==> src/rtl/beat_pkg.sv <==
// beat_pkg: beat states, one-hot beat masks and counter width shared by the beat sequencer.
package beat_pkg;
    typedef enum logic [1:0] {IDLE = 2'b00, W1 = 2'b01, W2 = 2'b10, W3 = 2'b11} beat_state_t;
    localparam int CNT_W_DEF = 16;
    localparam logic [2:0] W1_HOT = 3'b001;
    localparam logic [2:0] W2_HOT = 3'b010;
    localparam logic [2:0] W3_HOT = 3'b100;
    function automatic logic [2:0] beat_hot(input beat_state_t s);
        return s == W1 ? W1_HOT : s == W2 ? W2_HOT : s == W3 ? W3_HOT : 3'b000;
    endfunction
endpackage

==> src/rtl/qd_sync_edge.sv <==
// qd_sync_edge: multi-flop synchronizer for an asynchronous panel button plus a one-cycle rising-edge pulse.
module qd_sync_edge #(
    parameter int STAGES = 2
) (
    input  logic clk,
    input  logic rst_n,
    input  logic btn,
    output logic pulse
);
    logic [STAGES-1:0] sync;
    logic prev;
    always_ff @(posedge clk or negedge rst_n)
        if (!rst_n) begin
            sync <= '0;
            prev <= 1'b0;
        end else begin
            sync <= {sync[STAGES-2:0], btn};
            prev <= sync[STAGES-1];
        end
    assign pulse = sync[STAGES-1] & ~prev;
endmodule

==> src/rtl/beat_sequencer.sv <==
// beat_sequencer: w1/w2/w3 machine-cycle generator obeying short/long/stop, started by qd.
// Define BEAT_PROTO_CHECK_EN to enable the sticky seq_err protocol checker.
module beat_sequencer
    import beat_pkg::*;
#(
    parameter int SYNC_STAGES = 2,
    parameter int CNT_W = CNT_W_DEF
) (
    input  logic             t3,
    input  logic             clr,
    input  logic             qd,
    input  logic             step_mode,
    input  logic             short,
    input  logic             long,
    input  logic             stop,
    output logic             w1,
    output logic             w2,
    output logic             w3,
    output logic             running,
    output logic             instr_done,
    output logic [CNT_W-1:0] cycle_cnt,
    output logic             seq_err
);
    beat_state_t state, nxt;
    logic [2:0] beats;
    logic start, halt, fin, stop_pend;

    qd_sync_edge #(.STAGES(SYNC_STAGES)) u_qd (.clk(t3), .rst_n(clr), .btn(qd), .pulse(start));

    assign halt = stop | stop_pend | step_mode;
    assign {w3, w2, w1} = beats;

    always_comb begin
        fin = 1'b0;
        nxt = IDLE;
        case (state)
            IDLE: nxt = start ? W1 : IDLE;
            W1: begin
                fin = short;
                nxt = short ? (halt ? IDLE : W1) : W2;
            end
            W2: begin
                fin = !long;
                nxt = long ? W3 : (halt ? IDLE : W1);
            end
            W3: begin
                fin = 1'b1;
                nxt = halt ? IDLE : W1;
            end
            default: nxt = IDLE;
        endcase
    end

    // a pending stop only needs to survive until the cycle ends, i.e. until IDLE or W1 is entered
    always_ff @(posedge t3 or negedge clr)
        if (!clr) begin
            state      <= IDLE;
            beats      <= 3'b000;
            running    <= 1'b0;
            instr_done <= 1'b0;
            cycle_cnt  <= '0;
            stop_pend  <= 1'b0;
        end else begin
            state      <= nxt;
            beats      <= beat_hot(nxt);
            running    <= nxt != IDLE;
            instr_done <= fin;
            cycle_cnt  <= cycle_cnt + CNT_W'(fin);
            stop_pend  <= (nxt == IDLE || nxt == W1) ? 1'b0 : stop_pend | (stop && state != IDLE);
        end

`ifdef BEAT_PROTO_CHECK_EN
    logic illegal;
    assign illegal = !(state inside {IDLE, W1, W2, W3});
    always_ff @(posedge t3 or negedge clr)
        if (!clr) seq_err <= 1'b0;
        else if ((state == W1 && short && long) || illegal) seq_err <= 1'b1;
`else
    assign seq_err = 1'b0;
`endif
endmodule

==> config.mk <==
export PLATFORM = sky130hd
export DESIGN_NAME = beat_sequencer
export DESIGN_NICKNAME = d
export VERILOG_FILES = /design/src/rtl/beat_pkg.sv /design/src/rtl/qd_sync_edge.sv /design/src/rtl/beat_sequencer.sv
export SDC_FILE = /design/constraint.sdc
export NUM_CORES = 1
export LEC_CHECK = 0
export CORE_ASPECT_RATIO = 1.25
export CORE_MARGIN = 4
export CORE_UTILIZATION = 46
export DETAILED_ROUTE_END_ITERATION = 8
export GPL_ROUTABILITY_DRIVEN = 0
export GPL_TIMING_DRIVEN = 0
export PLACE_DENSITY = 0.85
export SETUP_SLACK_MARGIN = 0.5
export SYNTH_ARGS = -nofsm -noshare
export SYNTH_HDL_FRONTEND = slang
export SYNTH_HIERARCHICAL = 1
export SYNTH_SLANG_ARGS = --single-unit
==> constraint.sdc <==
create_clock -name t3 -period 2.19 [get_ports t3]
set_input_delay 0.219 -clock t3 [delete_from_list [all_inputs] [get_ports t3]]
set_output_delay 0.219 -clock t3 [all_outputs]
set_load 0.005 [all_outputs]
==> results.tsv, run 1 <==
metric	value	unit
n_antenna_cell	0	
ys_types	24	
postPlaceCellArea	1410	sq um
grt_pass1_vias	836	
cts_tree	yes	
die_x	51.7	um
syn_avg_cell_area	12.2	sq um
seq_area_frac_synth	61.4	%
clockRootBuffer	clkbuf_4	
synthAdderAreaFrac	3.41	%
clkTransAtPathRegs	0.14	ns
insertion_delay	0.31	ns
drt-wirelength-per-cell	14.6	um
final_common_cell	clkdlybuf4s50_1	
globalRouteOverflowTotal	0	
worstMarginPinSlew	1.17	ns
area_growth	44.9	%
cp_slowest_stage_delay	0.47	ns
ys_warn_count	6	
ioPinCount	29	
final_cell_mix	clkdlybuf4s50_1, dfrtp_1, xor2_1, nand3_1, buf_4	
coreArea	2230	sq um
synth_xor_area_share	11.1	%
total_power	1.36	mW
grt_max_degree	28	
grt_use_total	15.2	%
grt_pass1_wl	3800	um
final_max_slew_viol_count	0	
finalCriticalPeriod	1.63	ns
powerDensity	850	nW/um^2
antenna_found_initial	0	
power.leakage	0.734	nW
maxCapViolations	0	
max-slew-margin-rel	21.8	%
crit_arrival	1.87	ns
synth_cells	90	
syn_area	1100	sq um
path_cells	nor2b_4 > nor2_4 > ha_2 > nand4_1 > nor4_1 > xor2_1	
max_freq	615	MHz
synth_nets	100	
drtAntennaViolNets	0	
cts_sinks	27	
drc	0	
holdWs	0.336	ns
setup_viol	0	
dp_cells	148	
synth-compound-area-share	3.41	%
routed_wl	2320	um
port_buffers	27	
synth-seq-cells	27	
start_util	49.2	%
hold_class	in2reg	
cp-end-kind	flop	
die_h	62.7	um
finClkSkew	0.00497	ns
dieArea	3240	sq um
synth-simple-area-share	18.9	%
vias	844	
ir_drop	599	uV
synth_top_family_by_area	simple AND/OR/NAND/NOR gates	
instances_no_fill	159	
drive_above_1_share	22.7	%
worst_path_max_delay_cell	dfrtp_2	
status	complete, no violations	
cp_num_buf_inv	0	
finalNetCount	139	
min_period_over_period	74.3	%
fin_area	1590	sq um
drt_pass1_iterations	5	
hold_viol	0	
cp_top_family	simple AND/OR/NAND/NOR gates	
worstSetupPathType	reg2reg	
start_kind	flop	
critPathRequiredTime	2.44	ns
via_per_inst	5.31	
cp_max_fo	5	
finish.utilization	71.3	%
cts_buffer_depth	2	
rows	19	
htreeDepth	1	
drt-initial-drc-count	14	
hpwl	1560	um
synth.mux.area_fraction	0	%
cts_buffers	3	
rsz0062_at_grt	false	
-- worst paths after layout --
| kind | start | endpoint | slack, ns | cells after the start |
|---|---|---|---|---|
| max | state[0] | cycle_cnt[15] | 0.56 | 6 |
| min in group asynchronous | clr | cycle_cnt[8] | 0.51 | 1 |
| min reg2reg | u_qd/sync[0] | u_qd/sync[1] | 0.37 | 0 |
| max reg2reg | state[0] | cycle_cnt[15] | 0.56 | 6 |
| max in group asynchronous | clr | state[0] | 0.91 | 1 |
| min | qd | u_qd/sync[0] | 0.34 | 1 |
-- routing by layer --
metal / GRT usage [%] / share of wire, %
met2: 25.6 / 57
met4: 5.57 / 1.3
met1: 18.8 / 36
met5: 0 / 0
met3: 2.86 / 5.1
-- cells by family after synthesis --
family | after synthesis
other cells | 1
xor+xnor | 14
compound gates | 6
flops | 27
fa+ha+maj | 3
simple gates | 36
buf+inv | 3
-- metrics by stage --
stage	setup TNS, ns	setup slack [ns]
3_3_place_gp	0	0.00731
4_1_cts	0	0.505
2_1_floorplan	0	0.526
5_1_grt	0	0.459
3_5_place_dp	-0.0415	-0.0415
6_report	0	0.563
-- registers in the layout, summed over array words and instances, names as in the netlist --
register	flops
cycle_cnt	16
u_qd/sync	2
instr_done	1
u_qd/prev	1
running	1
state	2
beats	3
stop_pend	1
-- cells in the mapped netlist (all sizes together) --
library cell  count  share of area (%)
and2              1               0.57
a21oi             2               0.91
nor2              5                1.7
nand3             8                3.6
nor3              5                2.3
or3               1               0.57
ha                3                3.4
xor2             11                8.8
nor2b             2                1.8
nor3b             1               0.68
nand4             3                3.1
o21a              1               0.68
nand2             5                1.7
a21o              1               0.68
conb              1               0.34
inv               2               0.68
o31ai             1               0.68
buf               1               0.68
xnor2             3                2.4
o21ai             1               0.45
dfrtp            27                 61
nor4              5                2.8
-- where the power goes --
group | total (mW) | switching (mW) | internal (mW)
registers | 0.715 | 0.123 | 0.593
logic | 0.434 | 0.164 | 0.271
clock network | 0.206 | 0.135 | 0.0710
total | 1.36 | 0.421 | 0.934
-- what timing repair did --
| action | CTS | global route |
|---|---|---|
| pin swaps | 2 | 6 |
| setup buffers | 5 | 2 |
| hold buffers | 0 | 0 |
| endpoints found under the setup margin | 9 | 11 |
| resized for setup | 6 | 16 |
-- cell type report --
type | instances | area, sq um
flip-flops and latches | 27 | 677
fillers | 166 | 641
plain buffers | 1 | 7.51
clock buffers | 4 | 26.3
multi-input cells | 60 | 514
repair buffers | 34 | 323
inverters | 2 | 7.51
well taps | 31 | 38.8
Power figures use the tool's default switching activity.
==> inputs of run 2 (changes only) <==
--- a/config.mk
+++ b/config.mk
@@ -7,11 +7,11 @@
 export LEC_CHECK = 0
 export CORE_ASPECT_RATIO = 1.25
 export CORE_MARGIN = 4
-export CORE_UTILIZATION = 46
+export CORE_UTILIZATION = 42
 export DETAILED_ROUTE_END_ITERATION = 8
 export GPL_ROUTABILITY_DRIVEN = 0
 export GPL_TIMING_DRIVEN = 0
-export PLACE_DENSITY = 0.85
+export PLACE_DENSITY = 0.82
 export SETUP_SLACK_MARGIN = 0.5
 export SYNTH_ARGS = -nofsm -noshare
 export SYNTH_HDL_FRONTEND = slang
==> constraint.sdc (replaced) <==
create_clock -name t3 -period 1.4 [get_ports t3]
set_input_delay 0.14 -clock t3 [delete_from_list [all_inputs] [get_ports t3]]
set_output_delay 0.14 -clock t3 [all_outputs]
set_load 0.005 [all_outputs]
==> run 2 against run 1 <==
- the flow now finishes with violations (hold timing, setup timing)
- sequential power is 52% higher
- die area is 8.1% higher
- first-iteration DRC count shrank 36%
- fmax increased by 8.3%
- sequential cell count stayed put
- register-to-register slack worse by 0.67 ns
- critical path depth stayed put
- global-route usage up 2.6 points
- largest cell class unchanged
- largest power group unchanged
==> results.tsv, run 2 (synthesized netlist as in run 1, its figures left out) <==
metric	value	unit	change
insertion_delay	0.31	ns	about the same
intPower	1.51	mW	+61%
drtAntennaViolNets	0		unchanged
power_frac_comb	36.6	%	+4.6 points
status	complete, but fails checks		
power.leakage	0.929	nW	+27%
worstSetupPathType	reg2reg		
drt-initial-drc-count	9		-5
rr_worst_depth	6		unchanged
final_common_cell	buf_4		
area_growth	67.2	%	
globalRouteOverflowTotal	0		unchanged
violations	hold timing, setup timing		
swShare	32.9	%	+1.9 points
max_freq	666	MHz	+8.3%
min_period_over_period	107	%	+33 points
largest_reg_flops	16		unchanged
total_power	2.25	mW	+66%
grt_pass1_vias	984		+18%
powerDensity	1220	nW/um^2	+44%
hold_class	in2async		
cts_tree	yes		
fillCellCount	159		-4.2%
finish.utilization	74.2	%	+2.9 points
start_kind	flop		
critPathRequiredTime	1.65	ns	-0.79 ns
port_buffers	27		unchanged
rows	20		+1
cts_sinks	27		unchanged
p_sw	739	uW	+76%
drive_above_1_share	60.3	%	+38 points
cts_buffers	3		unchanged
max-slew-margin-rel	55.7	%	+34 points
cts_buffer_depth	2		unchanged
die_h	65.2	um	+4.1%
seq_power_share	48.6	%	-4.2 points
clockRootBuffer	clkbuf_4		
postPlaceCellArea	1470	sq um	+4.5%
holdWs	-0.0749	ns	-0.411 ns
clkTransAtPathRegs	0.14	ns	about the same
tns	-0.865	ns	-0.865 ns
grt_use_total	17.8	%	+2.6 points
finalNetCount	167		+20%
rr_endpoint	cycle_cnt[13]		
die_x	53.8	um	+3.9%
largest-register	cycle_cnt		
r2r_start	state[0]		
fin_area	1840	sq um	+15%
hpwl	1490	um	-4.1%
dieArea	3510	sq um	+8.1%
drc	0		unchanged
vias	936		+11%
drt_pass1_iterations	4		-1
worstMarginPinSlew	0.665	ns	-0.505 ns
finalCriticalPeriod	1.50	ns	-0.124 ns
drt-wirelength-per-cell	15.4	um	+5.7%
crit_arrival	1.75	ns	-0.12 ns
place_ws	-0.447	ns	-0.405 ns
cp-end-kind	flop		
biggestRegsByFlops	cycle_cnt (16), beats (3)		
rsz0062_at_grt	true		
routed_wl	2910	um	+26%
htreeDepth	1		unchanged
antenna_found_initial	0		unchanged
r2r_slack	-0.10	ns	-0.67 ns
ir_drop	1090	uV	+82%
hold_viol	27		+27
dp_cells	150		+1.4%
grt_pass1_wl	4530	um	+19%
p_clk_share	14.8	%	-0.4 points
via_per_inst	4.95		-6.7%
instances_no_fill	189		+19%
maxCapViolations	0		unchanged
finClkSkew	0.00414	ns	-0.000830 ns
cp_max_fo	5		unchanged
coreArea	2480	sq um	+11%
start_util	44.4	%	-4.8 points
grt_max_degree	28		unchanged
n_antenna_cell	0		unchanged
final_cell_mix	buf_4, dfrtp_1, buf_2, buf_6, xor2_1		
fin_ws	-0.102	ns	-0.666 ns
final_max_slew_viol_count	0		unchanged
ioPinCount	29		unchanged
setup_viol	12		+12
run 2: power by group through the flow:
stage,Sequential [mW],Combinational [mW],Clock (mW)
final,1.09,0.823,0.332
after floorplan,1.11,0.205,0
after CTS,1.08,0.717,0.336
after detailed placement,1.12,0.525,0
after global placement,1.12,0.513,0
after global routing,1.11,0.905,0.365
run 2: critical path: stages (launching register included):
cell and delay (ns):
dfrtp_2 0.46, a21oi_4 0.09, nor2_4 0.15, ha_2 0.23, nand2_2 0.12, nor4_2 0.22, xor2_1 0.17
run 2: per-layer routing:
layer  track usage (%)  vias to the layer above  part of all wire, %
met5                 0                        -                    0
met4              5.43                        0                  1.0
met3              2.95                        4                  4.6
met2              33.8                       23                   58
met1              18.9                      466                   37
li1                  -                      443                    -
run 2: worst max path at each step:
stage / start / to / slack, ns / cells after the start
4_1_cts: state[0] / cycle_cnt[14] / -0.1 / 7
2_1_floorplan: state[0] / cycle_cnt[8] / -0.03 / 7
3_3_place_gp: short / cycle_cnt[9] / -0.42 / 7
3_5_place_dp: short / cycle_cnt[9] / -0.45 / 7
6_report: state[0] / cycle_cnt[13] / -0.10 / 6
5_1_grt: state[0] / cycle_cnt[14] / -0.22 / 7
run 2: area by class of cell:
class / count / area (sq um) / share of cell area, %
Sequential cell: 27 / 686 / 37.3
Multi-Input combinational cell: 60 / 573 / 31.2
Timing Repair Buffer: 62 / 498 / 27.1
Tap cell: 33 / 41.3 / 2.24
Clock buffer: 4 / 26.3 / 1.43
Buffer: 1 / 7.51 / 0.408
Inverter: 2 / 7.51 / 0.408
run 2: repair_timing:
action,CTS,global route
setup buffers,32,3
hold endpoints to repair,27,27
resized for setup,115,12
pin swaps,4,4
endpoints found under the setup margin,71,45
